==> src/rtl/stats_uart_tx.sv <==
// Purpose: UART 8N1 telemetry transmitter that sends a fixed packet: header, five 5-bit stats, sleep flag.
// Latency: uart_tx falls one cycle after send is accepted; done comes 1 + N*10*CLKS_PER_BIT cycles after it.
// Backpressure: send is taken only while idle; requests while busy or on the done cycle are dropped, not queued.
// Optional feature: define STATS_TX_CHECKSUM_EN to append an XOR checksum byte of the payload (N=8, else N=7).
module stats_uart_tx #(
  parameter int         CLKS_PER_BIT = 87,
  parameter logic [7:0] HEADER       = 8'hA5
) (
  input  logic       clk,
  input  logic       reset,
  input  logic       send,
  input  logic [4:0] hunger,
  input  logic [4:0] happiness,
  input  logic [4:0] health,
  input  logic [4:0] hygiene,
  input  logic [4:0] energy,
  input  logic       is_sleeping,
  output logic       uart_tx,
  output logic       busy,
  output logic       done
);

  localparam int               CNT_W    = $clog2(CLKS_PER_BIT);
  localparam logic [CNT_W-1:0] CNT_LAST = CNT_W'(CLKS_PER_BIT - 1);

`ifdef STATS_TX_CHECKSUM_EN
  localparam logic [2:0] LAST_BYTE = 3'd7;
`else
  localparam logic [2:0] LAST_BYTE = 3'd6;
`endif

  typedef enum logic [1:0] {
    IDLE  = 2'd0,
    START = 2'd1,
    DATA  = 2'd2,
    STOP  = 2'd3
  } state_t;

  state_t           state;
  logic [CNT_W-1:0] bit_cnt;
  logic [2:0]       bit_idx;
  logic [2:0]       byte_idx;

  logic [4:0] snap_hunger;
  logic [4:0] snap_happiness;
  logic [4:0] snap_health;
  logic [4:0] snap_hygiene;
  logic [4:0] snap_energy;
  logic       snap_sleeping;

  logic [7:0] cur_byte;

  // Select the packet byte currently being shifted out from the snapshot.
  always_comb begin
    cur_byte = 8'hFF;
    case (byte_idx)
      3'd0: cur_byte = HEADER;
      3'd1: cur_byte = {3'b000, snap_hunger};
      3'd2: cur_byte = {3'b000, snap_happiness};
      3'd3: cur_byte = {3'b000, snap_health};
      3'd4: cur_byte = {3'b000, snap_hygiene};
      3'd5: cur_byte = {3'b000, snap_energy};
      3'd6: cur_byte = {7'b0000000, snap_sleeping};
`ifdef STATS_TX_CHECKSUM_EN
      3'd7: cur_byte = {3'b000, snap_hunger ^ snap_happiness ^ snap_health ^
                                snap_hygiene ^ snap_energy} ^
                       {7'b0000000, snap_sleeping};
`endif
      default: cur_byte = 8'hFF;
    endcase
  end

  // Frame sequencer. uart_tx is registered from the current state, so the line
  // trails the state by one cycle; done/busy are closed out in the first IDLE
  // cycle so they line up with the end of the final stop bit on the wire.
  always_ff @(posedge clk or posedge reset) begin
    if (reset) begin
      state          <= IDLE;
      bit_cnt        <= '0;
      bit_idx        <= '0;
      byte_idx       <= '0;
      uart_tx        <= 1'b1;
      busy           <= 1'b0;
      done           <= 1'b0;
      snap_hunger    <= '0;
      snap_happiness <= '0;
      snap_health    <= '0;
      snap_hygiene   <= '0;
      snap_energy    <= '0;
      snap_sleeping  <= 1'b0;
    end else begin
      done <= 1'b0;
      case (state)
        IDLE: begin
          uart_tx <= 1'b1;
          if (busy) begin
            // Packet just finished on the wire; send is ignored this cycle.
            busy <= 1'b0;
            done <= 1'b1;
          end else if (send) begin
            snap_hunger    <= hunger;
            snap_happiness <= happiness;
            snap_health    <= health;
            snap_hygiene   <= hygiene;
            snap_energy    <= energy;
            snap_sleeping  <= is_sleeping;
            byte_idx       <= '0;
            bit_idx        <= '0;
            bit_cnt        <= '0;
            busy           <= 1'b1;
            state          <= START;
          end
        end
        START: begin
          uart_tx <= 1'b0;
          if (bit_cnt == CNT_LAST) begin
            bit_cnt <= '0;
            bit_idx <= '0;
            state   <= DATA;
          end else begin
            bit_cnt <= bit_cnt + CNT_W'(1);
          end
        end
        DATA: begin
          uart_tx <= cur_byte[bit_idx];
          if (bit_cnt == CNT_LAST) begin
            bit_cnt <= '0;
            if (bit_idx == 3'd7) begin
              state <= STOP;
            end else begin
              bit_idx <= bit_idx + 3'd1;
            end
          end else begin
            bit_cnt <= bit_cnt + CNT_W'(1);
          end
        end
        STOP: begin
          uart_tx <= 1'b1;
          if (bit_cnt == CNT_LAST) begin
            bit_cnt <= '0;
            if (byte_idx == LAST_BYTE) begin
              state <= IDLE;
            end else begin
              byte_idx <= byte_idx + 3'd1;
              state    <= START;
            end
          end else begin
            bit_cnt <= bit_cnt + CNT_W'(1);
          end
        end
        default: state <= IDLE;
      endcase
    end
  end

endmodule

==> config.mk <==
export PLATFORM = sky130hd
export DESIGN_NAME = stats_uart_tx
export DESIGN_NICKNAME = d
export VERILOG_FILES = /design/src/rtl/stats_uart_tx.sv
export SDC_FILE = /design/constraint.sdc
export NUM_CORES = 1
export LEC_CHECK = 0
export ABC_AREA = 1
export BUFFER_PORTS_ARGS = -buffer_cell sky130_fd_sc_hd__buf_2
export CAP_MARGIN = 20
export CORE_MARGIN = 5
export CORE_UTILIZATION = 61
export DETAILED_ROUTE_END_ITERATION = 10
export PLACE_DENSITY = 0.95
export RECOVER_POWER = 100
export SYNTH_ARGS = -nofsm -noshare
export SYNTH_HDL_FRONTEND = slang
export SYNTH_SLANG_ARGS = --single-unit
==> constraint.sdc <==
create_clock -name clk -period 4.3 [get_ports clk]
set_input_delay 0.645 -clock clk [delete_from_list [all_inputs] [get_ports clk]]
set_output_delay 0.645 -clock clk [all_outputs]
set_load 0.01 [all_outputs]
==> impl_metrics.ini <==
[run_status]
run_status = complete, but fails checks
violations = max-capacitance violations, max-slew violations

[detailed_routing]
drcViolationCount = 0
drtAntennaViolNets = 0
wl_per_cell_um = 14.0
wl_mm = 4.76
dr.pass1.iters = 4
drt_iter0_drc = 124
vias = 1801
vias_per_cell = 5.30

[floorplanning]
core-area_mm2 = 0.00369
ios = 32
rows = 22
die_w_um = 72.0
initial_core_util_pct = 63.5
dieArea_mm2 = 0.00518
die_h_um = 72.0

[grt]
gr-total-overflow = 0
grt_pass1_vias = 1799
antenna_found_initial = 0
grt_usage_pct = 20.0
grt_pass1_wl_mm = 8.06
grt_max_degree = 45

[worst_setup_path]
critPathTopFamily = buffers and inverters
crit_path_end_kind = flip-flop
crit_buf_inv = 3
critPathArrivalTime_ns = 2.83
crit_path_cell_trace = inv_1 > ha_1 > inv_1 > o21ai_0 > clkinvlp_2 > nand4_1 > nor2_1 > nand2_1 > nand2_1 > nor3b_1
slowest_delay_ns = 0.62
r2r_slack_ns = 1.65
ff2ff_path_depth = 10
r2r_start = state[1]$_DFFE_PP0P_
cpMaxStageDelayCell = o21ai_0
critPathKind = flip-flop to flip-flop
reg2reg_to = bit_cnt[5]$_DFFE_PP0P_
start_kind = flip-flop
crit_required_ns = 4.48
critPathMaxFanout = 7

[synth]
synth_fa_ha_area_share_pct = 7.47
syn-cell-area_mm2 = 0.00234
async_flop_share_pct = 100
yosys-top-cells-area = dfrtp_1 46%, mux2_2 11%, nand2_1 7.7%
ys_seq_elements = 44
yosysSeqAreaShare_pct = 47.0
postSynthCellCount = 256
synth_nets = 299
avgSynthCellArea_um2 = 9.15
synth-edff-count = 0
synth_top_family_by_area = simple AND/OR/NAND/NOR gates
synth_top_cell_by_area = dfrtp_1
synth-compound-area-share_pct = 7.96
synth_top_area_share_pct = 45.9
yosys-mux-area-fraction_pct = 10.6
synth_cell_type_count = 31
yosys.area_share.simple_pct = 19.1
synth_ff_type = dfrtp_1
synthXorXnorAreaFrac_pct = 0.374
ys_warn_count = 0

[clock_network]
cts_hold_buf = 0
numCtsBuffers = 5
postCtsSetupRepairBufs = 0
post_cts_resized = 0
clock_latency_ns = 0.31
cts_htree_levels = 2
cts_tree = done
clkTransAtPathRegs_ns = 0.08
clock_path_buffers = 2
cts_root_buffer = clkbuf_8
clock_sinks = 44

[timing]
fin_skew_ns = 0.00547
finalMaxSlewViolations = 45
hold_viol_final = 0
fin_crit_ns = 2.65
worst_slack_ns = 1.65
worst_slew_pin_slew_ns = 2.31
setup_tns_ns = 0
rsz0062_at_grt = false
max_freq_mhz = 377
fin_crit_sh_pct = 61.7
holdWs_ns = 0.522
slew_headroom_pct = -54.1
final-setup-viol-count = 0

[flow_run]
maxCapViolCount = 1

[power]
power_mw = 0.768
powerDensity_mw_per_mm2 = 293
vdd_drop_max_v = 0.000181
total_leakage_power_nw = 1.42

[final_layout]
final_area_mm2 = 0.00263
drive_above_1_share_pct = 22.9
final_cell_count_no_fill = 340
final_cell_mix = 48 x nand2_1, 43 x dfrtp_1, 33 x inv_1, 28 x buf_2, 24 x nand3_1
final_nets = 334
final_core_util_pct = 71.2
area_growth_pct = 12.0
layout_commonest_cell = nand2_1
n_antenna_cell = 0

[hold_path]
min_to = snap_hygiene[3]$_DFFE_PP0P_
min-delay-start = snap_hygiene[3]$_DFFE_PP0P_
holdPathStages = 1
hold_class = flip-flop to flip-flop

[place]
gp_congestion = 0.931
placed_area_mm2 = 0.00254
place.port_buffers = 31
placed_cells = 332
pre_cts_slack_ns = 2.55
dp_hpwl_mm = 3.52
-- worst max-delay path by stage --
stage | start | end | slack, ns | cells after the start
after floorplan | reset | bit_cnt[0]$_DFFE_PP0P_ | 2.63 | 1
after global placement | state[0]$_DFFE_PP0P_ | bit_cnt[5]$_DFFE_PP0P_ | 2.56 | 10
after detailed placement | state[0]$_DFFE_PP0P_ | bit_cnt[5]$_DFFE_PP0P_ | 2.55 | 10
after CTS | byte_idx[2]$_DFFE_PP0P_ | uart_tx$_DFF_PP1_ | 2.54 | 12
after global routing | reset | busy$_DFFE_PP0N_ | 1.30 | 3
final | state[1]$_DFFE_PP0P_ | bit_cnt[5]$_DFFE_PP0P_ | 1.65 | 10
-- synthesized netlist by cell type, types with 2 or more instances --
cell type  instances
nor2_1            20
nor3b_1            2
o21ai_0           12
inv_2              3
inv_1             33
a21oi_1           12
mux2_2            22
o21ai_1            2
nand2_2            2
nand2_1           48
nand3_1           23
dfrtp_1           43
ha_1              14
buf_2              3
-- registers in the layout, summed over array words and instances, names as in the netlist, 2 cells and up --
name and flops:
byte_idx 3, bit_cnt 7, snap_happiness 5, bit_idx 3
snap_health 5, snap_hunger 5, state 2, snap_energy 5
snap_hygiene 5
-- routing by layer --
layer | GRT usage (%) | share of wire, % | up-vias
met5 | 0 | 0 | -
met4 | 10.2 | 2.7 | 0
met3 | 3.46 | 6.2 | 12
li1 | - | - | 900
met2 | 33.1 | 48 | 53
met1 | 25.3 | 43 | 836
-- area by class of cell --
class                      count  area, µm²
sequential                    44       1100
fill                         276       1060
multi-input combinational    170       1040
timing repair buffer          33        159
inverter                      37        140
clock buffer                   6       82.6
tap                           48       60.1
clock inverter                 2       38.8
-- power breakdown --
| part | total, mW | internal, mW | switching [mW] |
|---|---|---|---|
| Sequential | 0.413 | 0.413 | 0 |
| Combinational | 0.0205 | 0.00917 | 0.0113 |
| Clock | 0.335 | 0.190 | 0.145 |
-- kinds of logic (layout without fill, tap and decap cells) --
logic type | after synthesis | count (layout)
adder cells (fa/ha/maj) | 14 | 14
AO/OA/AOI/OAI | 32 | 32
multiplexers | 22 | 22
flip-flops | 44 | 44
XOR/XNOR | 1 | 1
AND/OR/NAND/NOR | 101 | 101
buffers and inverters | 42 | 78
No activity file was read; power rests on OpenSTA's default activity.
